File: src/rtl/mc_control_fsm_if.sv
// Control/status bundle between the multicycle MIPS controller and its datapath.
// master = controller side, slave = datapath side.
interface mc_control_fsm_if;
  logic [5:0] op;
  logic [5:0] funct;
  logic       zero;
  logic       mem_ready;
  logic       mem_req;
  logic       iord;
  logic       memwrite;
  logic       irwrite;
  logic       regdst;
  logic       memtoreg;
  logic       regwrite;
  logic       alusrca;
  logic [1:0] alusrcb;
  logic [1:0] pcsrc;
  logic       pcen;
  logic [2:0] alucontrol;
  logic       illegal_op;
  logic       mem_err;
  logic [3:0] state;

  modport master (
    input  op, funct, zero, mem_ready,
    output mem_req, iord, memwrite, irwrite, regdst, memtoreg, regwrite, alusrca,
           alusrcb, pcsrc, pcen, alucontrol, illegal_op, mem_err, state
  );

  modport slave (
    output op, funct, zero, mem_ready,
    input  mem_req, iord, memwrite, irwrite, regdst, memtoreg, regwrite, alusrca,
           alusrcb, pcsrc, pcen, alucontrol, illegal_op, mem_err, state
  );
endinterface

File: src/rtl/mc_control_fsm.sv
// Multicycle MIPS control FSM with memory ready handshake and wait timeout.
// Define MC_BNE_EN to add the bne instruction (BNEEX state, encoding 12).
module mc_control_fsm #(
  parameter int unsigned MEM_TIMEOUT = 255,
  parameter int unsigned CNT_W       = 8
) (
  input logic              clk,
  input logic              reset_n,
  mc_control_fsm_if.master bus
);

  typedef enum logic [3:0] {
    StFetch   = 4'd0,
    StDecode  = 4'd1,
    StMemAdr  = 4'd2,
    StMemRd   = 4'd3,
    StMemWb   = 4'd4,
    StMemWr   = 4'd5,
    StRtypeEx = 4'd6,
    StRtypeWb = 4'd7,
    StBeqEx   = 4'd8,
    StAddiEx  = 4'd9,
    StAddiWb  = 4'd10,
    StJEx     = 4'd11
`ifdef MC_BNE_EN
    , StBneEx = 4'd12
`endif
  } state_e;

  localparam logic [5:0] OpRtype = 6'b000000;
  localparam logic [5:0] OpLw    = 6'b100011;
  localparam logic [5:0] OpSw    = 6'b101011;
  localparam logic [5:0] OpBeq   = 6'b000100;
  localparam logic [5:0] OpAddi  = 6'b001000;
  localparam logic [5:0] OpJ     = 6'b000010;
`ifdef MC_BNE_EN
  localparam logic [5:0] OpBne   = 6'b000101;
`endif

  localparam bit             TimeoutEn  = (MEM_TIMEOUT != 0);
  localparam logic [CNT_W:0] TimeoutLim = (CNT_W + 1)'(MEM_TIMEOUT);

  state_e           r_state;
  state_e           w_state_d;
  logic [CNT_W-1:0] r_cnt;
  logic [CNT_W:0]   w_cnt_inc;
  logic             w_mem_req;
  logic             w_wait;
  logic             w_timeout;
  logic             w_illegal;
  logic             w_rtype_ok;
  logic [2:0]       w_rtype_alu;

  always_comb begin
    w_rtype_ok  = 1'b1;
    w_rtype_alu = 3'b010;
    case (bus.funct)
      6'b100000: w_rtype_alu = 3'b010;
      6'b100010: w_rtype_alu = 3'b110;
      6'b100100: w_rtype_alu = 3'b000;
      6'b100101: w_rtype_alu = 3'b001;
      6'b101010: w_rtype_alu = 3'b111;
      default:   w_rtype_ok  = 1'b0;
    endcase
  end

  assign w_mem_req = (r_state == StFetch) || (r_state == StMemRd) || (r_state == StMemWr);
  assign w_wait    = w_mem_req && !bus.mem_ready;
  assign w_cnt_inc = {1'b0, r_cnt} + 1'b1;
  // The limit is hit on the wait cycle that would bring the count to MEM_TIMEOUT.
  assign w_timeout = TimeoutEn && w_wait && (w_cnt_inc == TimeoutLim);

  always_comb begin
    w_state_d = r_state;
    w_illegal = 1'b0;
    unique case (r_state)
      StFetch: begin
        if (bus.mem_ready)  w_state_d = StDecode;
        else if (w_timeout) w_state_d = StFetch;
      end
      StDecode: begin
        case (bus.op)
          OpLw, OpSw: w_state_d = StMemAdr;
          OpRtype: begin
            w_state_d = w_rtype_ok ? StRtypeEx : StFetch;
            w_illegal = !w_rtype_ok;
          end
          OpBeq:  w_state_d = StBeqEx;
          OpAddi: w_state_d = StAddiEx;
          OpJ:    w_state_d = StJEx;
`ifdef MC_BNE_EN
          OpBne:  w_state_d = StBneEx;
`endif
          default: begin
            w_state_d = StFetch;
            w_illegal = 1'b1;
          end
        endcase
      end
      StMemAdr: w_state_d = (bus.op == OpLw) ? StMemRd : StMemWr;
      StMemRd: begin
        if (bus.mem_ready)  w_state_d = StMemWb;
        else if (w_timeout) w_state_d = StFetch;
      end
      StMemWr: begin
        if (bus.mem_ready || w_timeout) w_state_d = StFetch;
      end
      StRtypeEx: w_state_d = StRtypeWb;
      StAddiEx:  w_state_d = StAddiWb;
      default:   w_state_d = StFetch;
    endcase
  end

  always_ff @(posedge clk or negedge reset_n) begin
    if (!reset_n) begin
      r_state <= StFetch;
      r_cnt   <= '0;
    end else begin
      r_state <= w_state_d;
      // Clearing on any state change covers entry to FETCH/MEMRD/MEMWR.
      if (w_timeout || (w_state_d != r_state)) r_cnt <= '0;
      else if (w_wait && !(&r_cnt))            r_cnt <= r_cnt + 1'b1;
    end
  end

  always_comb begin
    bus.mem_req    = 1'b0;
    bus.iord       = 1'b0;
    bus.memwrite   = 1'b0;
    bus.irwrite    = 1'b0;
    bus.regdst     = 1'b0;
    bus.memtoreg   = 1'b0;
    bus.regwrite   = 1'b0;
    bus.alusrca    = 1'b0;
    bus.alusrcb    = 2'b00;
    bus.pcsrc      = 2'b00;
    bus.pcen       = 1'b0;
    bus.alucontrol = 3'b000;
    bus.illegal_op = 1'b0;
    bus.mem_err    = 1'b0;
    bus.state      = r_state;
    if (reset_n) begin
      bus.mem_err = w_timeout;
      unique case (r_state)
        StFetch: begin
          bus.mem_req    = 1'b1;
          bus.alusrcb    = 2'b01;
          bus.alucontrol = 3'b010;
          bus.irwrite    = bus.mem_ready;
          bus.pcen       = bus.mem_ready;
        end
        StDecode: begin
          bus.alusrcb    = 2'b11;
          bus.alucontrol = 3'b010;
          bus.illegal_op = w_illegal;
        end
        StMemAdr, StAddiEx: begin
          bus.alusrca    = 1'b1;
          bus.alusrcb    = 2'b10;
          bus.alucontrol = 3'b010;
        end
        StMemRd: begin
          bus.mem_req = 1'b1;
          bus.iord    = 1'b1;
        end
        StMemWb: begin
          bus.memtoreg = 1'b1;
          bus.regwrite = 1'b1;
        end
        StMemWr: begin
          bus.mem_req  = 1'b1;
          bus.iord     = 1'b1;
          bus.memwrite = bus.mem_ready;
        end
        StRtypeEx: begin
          bus.alusrca    = 1'b1;
          bus.alucontrol = w_rtype_alu;
        end
        StRtypeWb: begin
          bus.regdst   = 1'b1;
          bus.regwrite = 1'b1;
        end
        StBeqEx: begin
          bus.alusrca    = 1'b1;
          bus.alucontrol = 3'b110;
          bus.pcsrc      = 2'b01;
          bus.pcen       = bus.zero;
        end
`ifdef MC_BNE_EN
        StBneEx: begin
          bus.alusrca    = 1'b1;
          bus.alucontrol = 3'b110;
          bus.pcsrc      = 2'b01;
          bus.pcen       = !bus.zero;
        end
`endif
        StAddiWb: bus.regwrite = 1'b1;
        StJEx: begin
          bus.pcsrc = 2'b10;
          bus.pcen  = 1'b1;
        end
        default: ;
      endcase
    end
  end

endmodule

File: src/flat_wrapper.sv
// flat-port wrapper written by rule: the top's interface ports become plain ports
module mc_control_fsm_flat 
#(
  parameter int unsigned MEM_TIMEOUT = 255,
  parameter int unsigned CNT_W       = 8
)
  (clk, reset_n, bus_op, bus_funct, bus_zero, bus_mem_ready, bus_mem_req, bus_iord, bus_memwrite, bus_irwrite, bus_regdst, bus_memtoreg, bus_regwrite, bus_alusrca, bus_alusrcb, bus_pcsrc, bus_pcen, bus_alucontrol, bus_illegal_op, bus_mem_err, bus_state);
  mc_control_fsm_if bus_i ();
  input logic clk;
  input logic reset_n;
  input wire logic [$bits(bus_i.op)-1:0] bus_op;
  input wire logic [$bits(bus_i.funct)-1:0] bus_funct;
  input wire logic [$bits(bus_i.zero)-1:0] bus_zero;
  input wire logic [$bits(bus_i.mem_ready)-1:0] bus_mem_ready;
  output wire logic [$bits(bus_i.mem_req)-1:0] bus_mem_req;
  output wire logic [$bits(bus_i.iord)-1:0] bus_iord;
  output wire logic [$bits(bus_i.memwrite)-1:0] bus_memwrite;
  output wire logic [$bits(bus_i.irwrite)-1:0] bus_irwrite;
  output wire logic [$bits(bus_i.regdst)-1:0] bus_regdst;
  output wire logic [$bits(bus_i.memtoreg)-1:0] bus_memtoreg;
  output wire logic [$bits(bus_i.regwrite)-1:0] bus_regwrite;
  output wire logic [$bits(bus_i.alusrca)-1:0] bus_alusrca;
  output wire logic [$bits(bus_i.alusrcb)-1:0] bus_alusrcb;
  output wire logic [$bits(bus_i.pcsrc)-1:0] bus_pcsrc;
  output wire logic [$bits(bus_i.pcen)-1:0] bus_pcen;
  output wire logic [$bits(bus_i.alucontrol)-1:0] bus_alucontrol;
  output wire logic [$bits(bus_i.illegal_op)-1:0] bus_illegal_op;
  output wire logic [$bits(bus_i.mem_err)-1:0] bus_mem_err;
  output wire logic [$bits(bus_i.state)-1:0] bus_state;
  assign bus_i.op = bus_op;
  assign bus_i.funct = bus_funct;
  assign bus_i.zero = bus_zero;
  assign bus_i.mem_ready = bus_mem_ready;
  assign bus_mem_req = bus_i.mem_req;
  assign bus_iord = bus_i.iord;
  assign bus_memwrite = bus_i.memwrite;
  assign bus_irwrite = bus_i.irwrite;
  assign bus_regdst = bus_i.regdst;
  assign bus_memtoreg = bus_i.memtoreg;
  assign bus_regwrite = bus_i.regwrite;
  assign bus_alusrca = bus_i.alusrca;
  assign bus_alusrcb = bus_i.alusrcb;
  assign bus_pcsrc = bus_i.pcsrc;
  assign bus_pcen = bus_i.pcen;
  assign bus_alucontrol = bus_i.alucontrol;
  assign bus_illegal_op = bus_i.illegal_op;
  assign bus_mem_err = bus_i.mem_err;
  assign bus_state = bus_i.state;
  mc_control_fsm #(.MEM_TIMEOUT(MEM_TIMEOUT), .CNT_W(CNT_W)) u_core (.clk(clk), .reset_n(reset_n), .bus(bus_i));
endmodule
File: config.mk
export PLATFORM = sky130hd
export DESIGN_NAME = mc_control_fsm_flat
export DESIGN_NICKNAME = d
export VERILOG_FILES = /design/src/rtl/mc_control_fsm_if.sv /design/src/rtl/mc_control_fsm.sv /design/src/flat_wrapper.sv
export SDC_FILE = /design/constraint.sdc
export NUM_CORES = 1
export LEC_CHECK = 0
export BUFFER_PORTS_ARGS = -buffer_cell sky130_fd_sc_hd__buf_2
export CORE_MARGIN = 5
export CORE_UTILIZATION = 55
export CTS_CLUSTER_DIAMETER = 80
export DETAILED_ROUTE_END_ITERATION = 16
export GPL_TIMING_DRIVEN = 0
export PLACE_DENSITY = 0.95
export SLEW_MARGIN = 20
export SYNTH_ARGS = -nofsm -noshare
export SYNTH_HDL_FRONTEND = slang
export SYNTH_SLANG_ARGS = --single-unit
File: constraint.sdc
create_clock -name clk -period 3.6 [get_ports clk]
set_input_delay 0.18 -clock clk [delete_from_list [all_inputs] [get_ports clk]]
set_output_delay 0.18 -clock clk [all_outputs]
set_load 0.02 [all_outputs]
==> metrics <==
core area=2190 µm²; Power Dens Cells=484 nW/µm²; instance area at placement=1470 µm²; I/O pins=38; die area=3320 µm²; fin crit share=0.645; worst-margin pin slew=442 ps; Syn Inst Count=160; Tmin final=2320 ps; Mean Syn Cell Area=7.80 µm²; layout net count=221; Pwr Total=733 µW; setup violators final=0; 1st-pass router iterations=4; Layout Skew=0.841 ps; Post-synth EDFFs=0; Fin Hold WS=313 ps; # diodes=0; CTS root buffer=clkbuf_4; CTS tree=yes; largest net degree at the start of global routing=14; CP max stage delay=520 ps; worst path bufs/invs=4; Async S/R FF share, synth=1.00; post-DP HPWL=2340 µm; FF-to-FF setup slack=1630 ps; CTS resizes=0; max cap viols=0; CTS clk-pin slew, worst paths=70 ps; post-synthesis register bit count=12; CP Max Fanout=13; RSZ-0062 raised after global routing=false; Syn Nets=178; required time worst endpoint=3420 ps; critical path launch point type=primary input; initial antenna violation count=0; CP endpoint kind=primary output; DP Worst Slack=1630 ps; number of global-route vias before repair=1,117; Total GRT Usage=0.175; worst-path cell chain=dlygate4sd3_1, buf_2, buf_2, nand2_1, or4_1, nor2b_1, or2_2, buf_2; worst-case vdd ir drop=392 µV; Crit path top cell by count=buf_2; synth warn=0; Initial Utilization=0.569; CP arrival=2140 ps; critical path class=primary input to primary output; first-pass GRT wire length=4770 µm; Clock Tree Buf Depth=2; Unique masters post-synth=47; Post-Route WL=3000 µm; Hold Vio Cnt, Final=0; final core utilization=0.691; Final GP Congestion=0.945; total CTS buffers=3; r2r endpoint=u_core.bus.state[2]; DR vias=1,294; routed vias/inst=5.63; total negative setup slack=0 ps; Reg2Reg Depth=6; Die W=57.6 µm; Leakage=0.653 nW; status=completed; reg-to-reg startpoint=u_core.r_cnt[0]; H-tree depth=1; Final Max Slew Viols=0; Post-DRT Antenna Nets=0; Synth Cell Area=1250 µm²; Area Growth Syn to Fin=21.4%; final worst setup slack=1280 ps; Clock Sinks=12; sequential area share after synthesis=0.241; Main synth FF type=dfrtp_1; Critical-path top delay cell=dlygate4sd3_1; die height=57.6 µm; DP Cell Count=225; share of cells above drive strength 1=0.292; total gr overflow=0; Achievable Freq=430 MHz; buffers added on ports=37; Rel. slew slack=0.703; fin cells=230; DRC violation count after routing=0; worst min path class=primary input to async pin; initial drt markers=35; Final Instance Area=1510 µm²; Top delay family on crit path=buffers and inverters; worst skew pair latency=270 ps; FP Rows=17; wire length per cell=13.0 µm
## cell usage in the layout (no fill, tap or decap), types with 2 or more instances in the layout
master	n
nor2b_1	6
o21ai_0	8
a31oi_1	3
mux2i_1	5
nand2_1	15
nor3_2	2
and2_1	2
a21oi_1	6
inv_1	9
nor3b_1	3
buf_6	2
nor3_1	12
nand3b_1	2
a211oi_2	3
ha_1	2
nand3_1	5
xnor2_1	4
dfrtp_1	12
nand4_1	2
clkbuf_1	3
buf_2	40
nor2_1	18
nand2b_1	5
or3_1	3
nor4_1	2
clkbuf_4	3
xor2_1	2
## logic make-up after synthesis
kind of cell	synth area share
and+or+nand+nor	0.365
AOI/OAI and AO/OA	0.207
buffers and inverters	0.0722
DFF	0.241
xor gates and xnor gates	0.0552
muxes	0.0401
adders and majority gates	0.0201
## worst max-delay path by stage
stage | startpoint | end | slack [ps] | cells past startpoint
floorplan | u_core.bus.state[2] | bus_pcen | 1560 | 6
global placement | u_core.r_cnt[0] | u_core.bus.state[2] | 1640 | 6
detailed placement | u_core.r_cnt[0] | u_core.bus.state[2] | 1630 | 6
CTS | reset_n | bus_alucontrol[2] | 1280 | 8
global route | reset_n | bus_alucontrol[2] | 1120 | 8
finish | reset_n | bus_alucontrol[2] | 1280 | 8
## state kept, by name, indices dropped and copies added, names as in the netlist
signal,count
u_core.r_cnt,8
u_core.bus.state,4
## what timing repair did
action,in CTS,in global routing
endpoints found under the hold margin,12,0
setup buffers,0,0
hold buffers,1,0
## metal layers
layer	track usage	wire, µm
met1	0.209	1300
met2	0.323	1460
met3	0.0267	204
met4	0.0497	31
met5	0	0
## synthesized netlist by cell type (2+ instances only)
| cell type | count | area share |
|---|---|---|
| nor2_1 | 18 | 0.054 |
| nand2_1 | 15 | 0.045 |
| dfrtp_1 | 12 | 0.24 |
| nor3_1 | 12 | 0.048 |
| inv_1 | 9 | 0.027 |
| o21ai_0 | 8 | 0.032 |
| a21oi_1 | 6 | 0.024 |
| nor2b_1 | 6 | 0.030 |
| mux2i_1 | 5 | 0.040 |
| nand2b_1 | 5 | 0.025 |
| nand3_1 | 5 | 0.020 |
| xnor2_1 | 4 | 0.028 |
| a211oi_2 | 3 | 0.030 |
| a31oi_1 | 3 | 0.015 |
| buf_2 | 3 | 0.012 |
| clkbuf_1 | 3 | 0.0090 |
| nor3b_1 | 3 | 0.018 |
| or3_1 | 3 | 0.015 |
| and2_1 | 2 | 0.010 |
| buf_6 | 2 | 0.018 |
| ha_1 | 2 | 0.020 |
| nand3b_1 | 2 | 0.012 |
| nand4_1 | 2 | 0.010 |
| nor3_2 | 2 | 0.016 |
| nor4_1 | 2 | 0.010 |
| xor2_1 | 2 | 0.014 |
## power breakdown
part / total (mW) / internal, mW / switching [mW]
clock network: 0.105 / 0.0615 / 0.0436
logic: 0.457 / 0.174 / 0.283
registers: 0.171 / 0.154 / 0.0165
total: 0.733 / 0.390 / 0.343
## cell type report
type	count	area [µm²]
fillers	198	677
well taps	28	35.0
multi-input cells	130	857
flip-flops and latches	12	300
plain buffers	9	56.3
repair buffers	38	195
inverters	9	33.8
clock buffers	4	36.3
No activity file was read; power rests on OpenSTA's default activity.
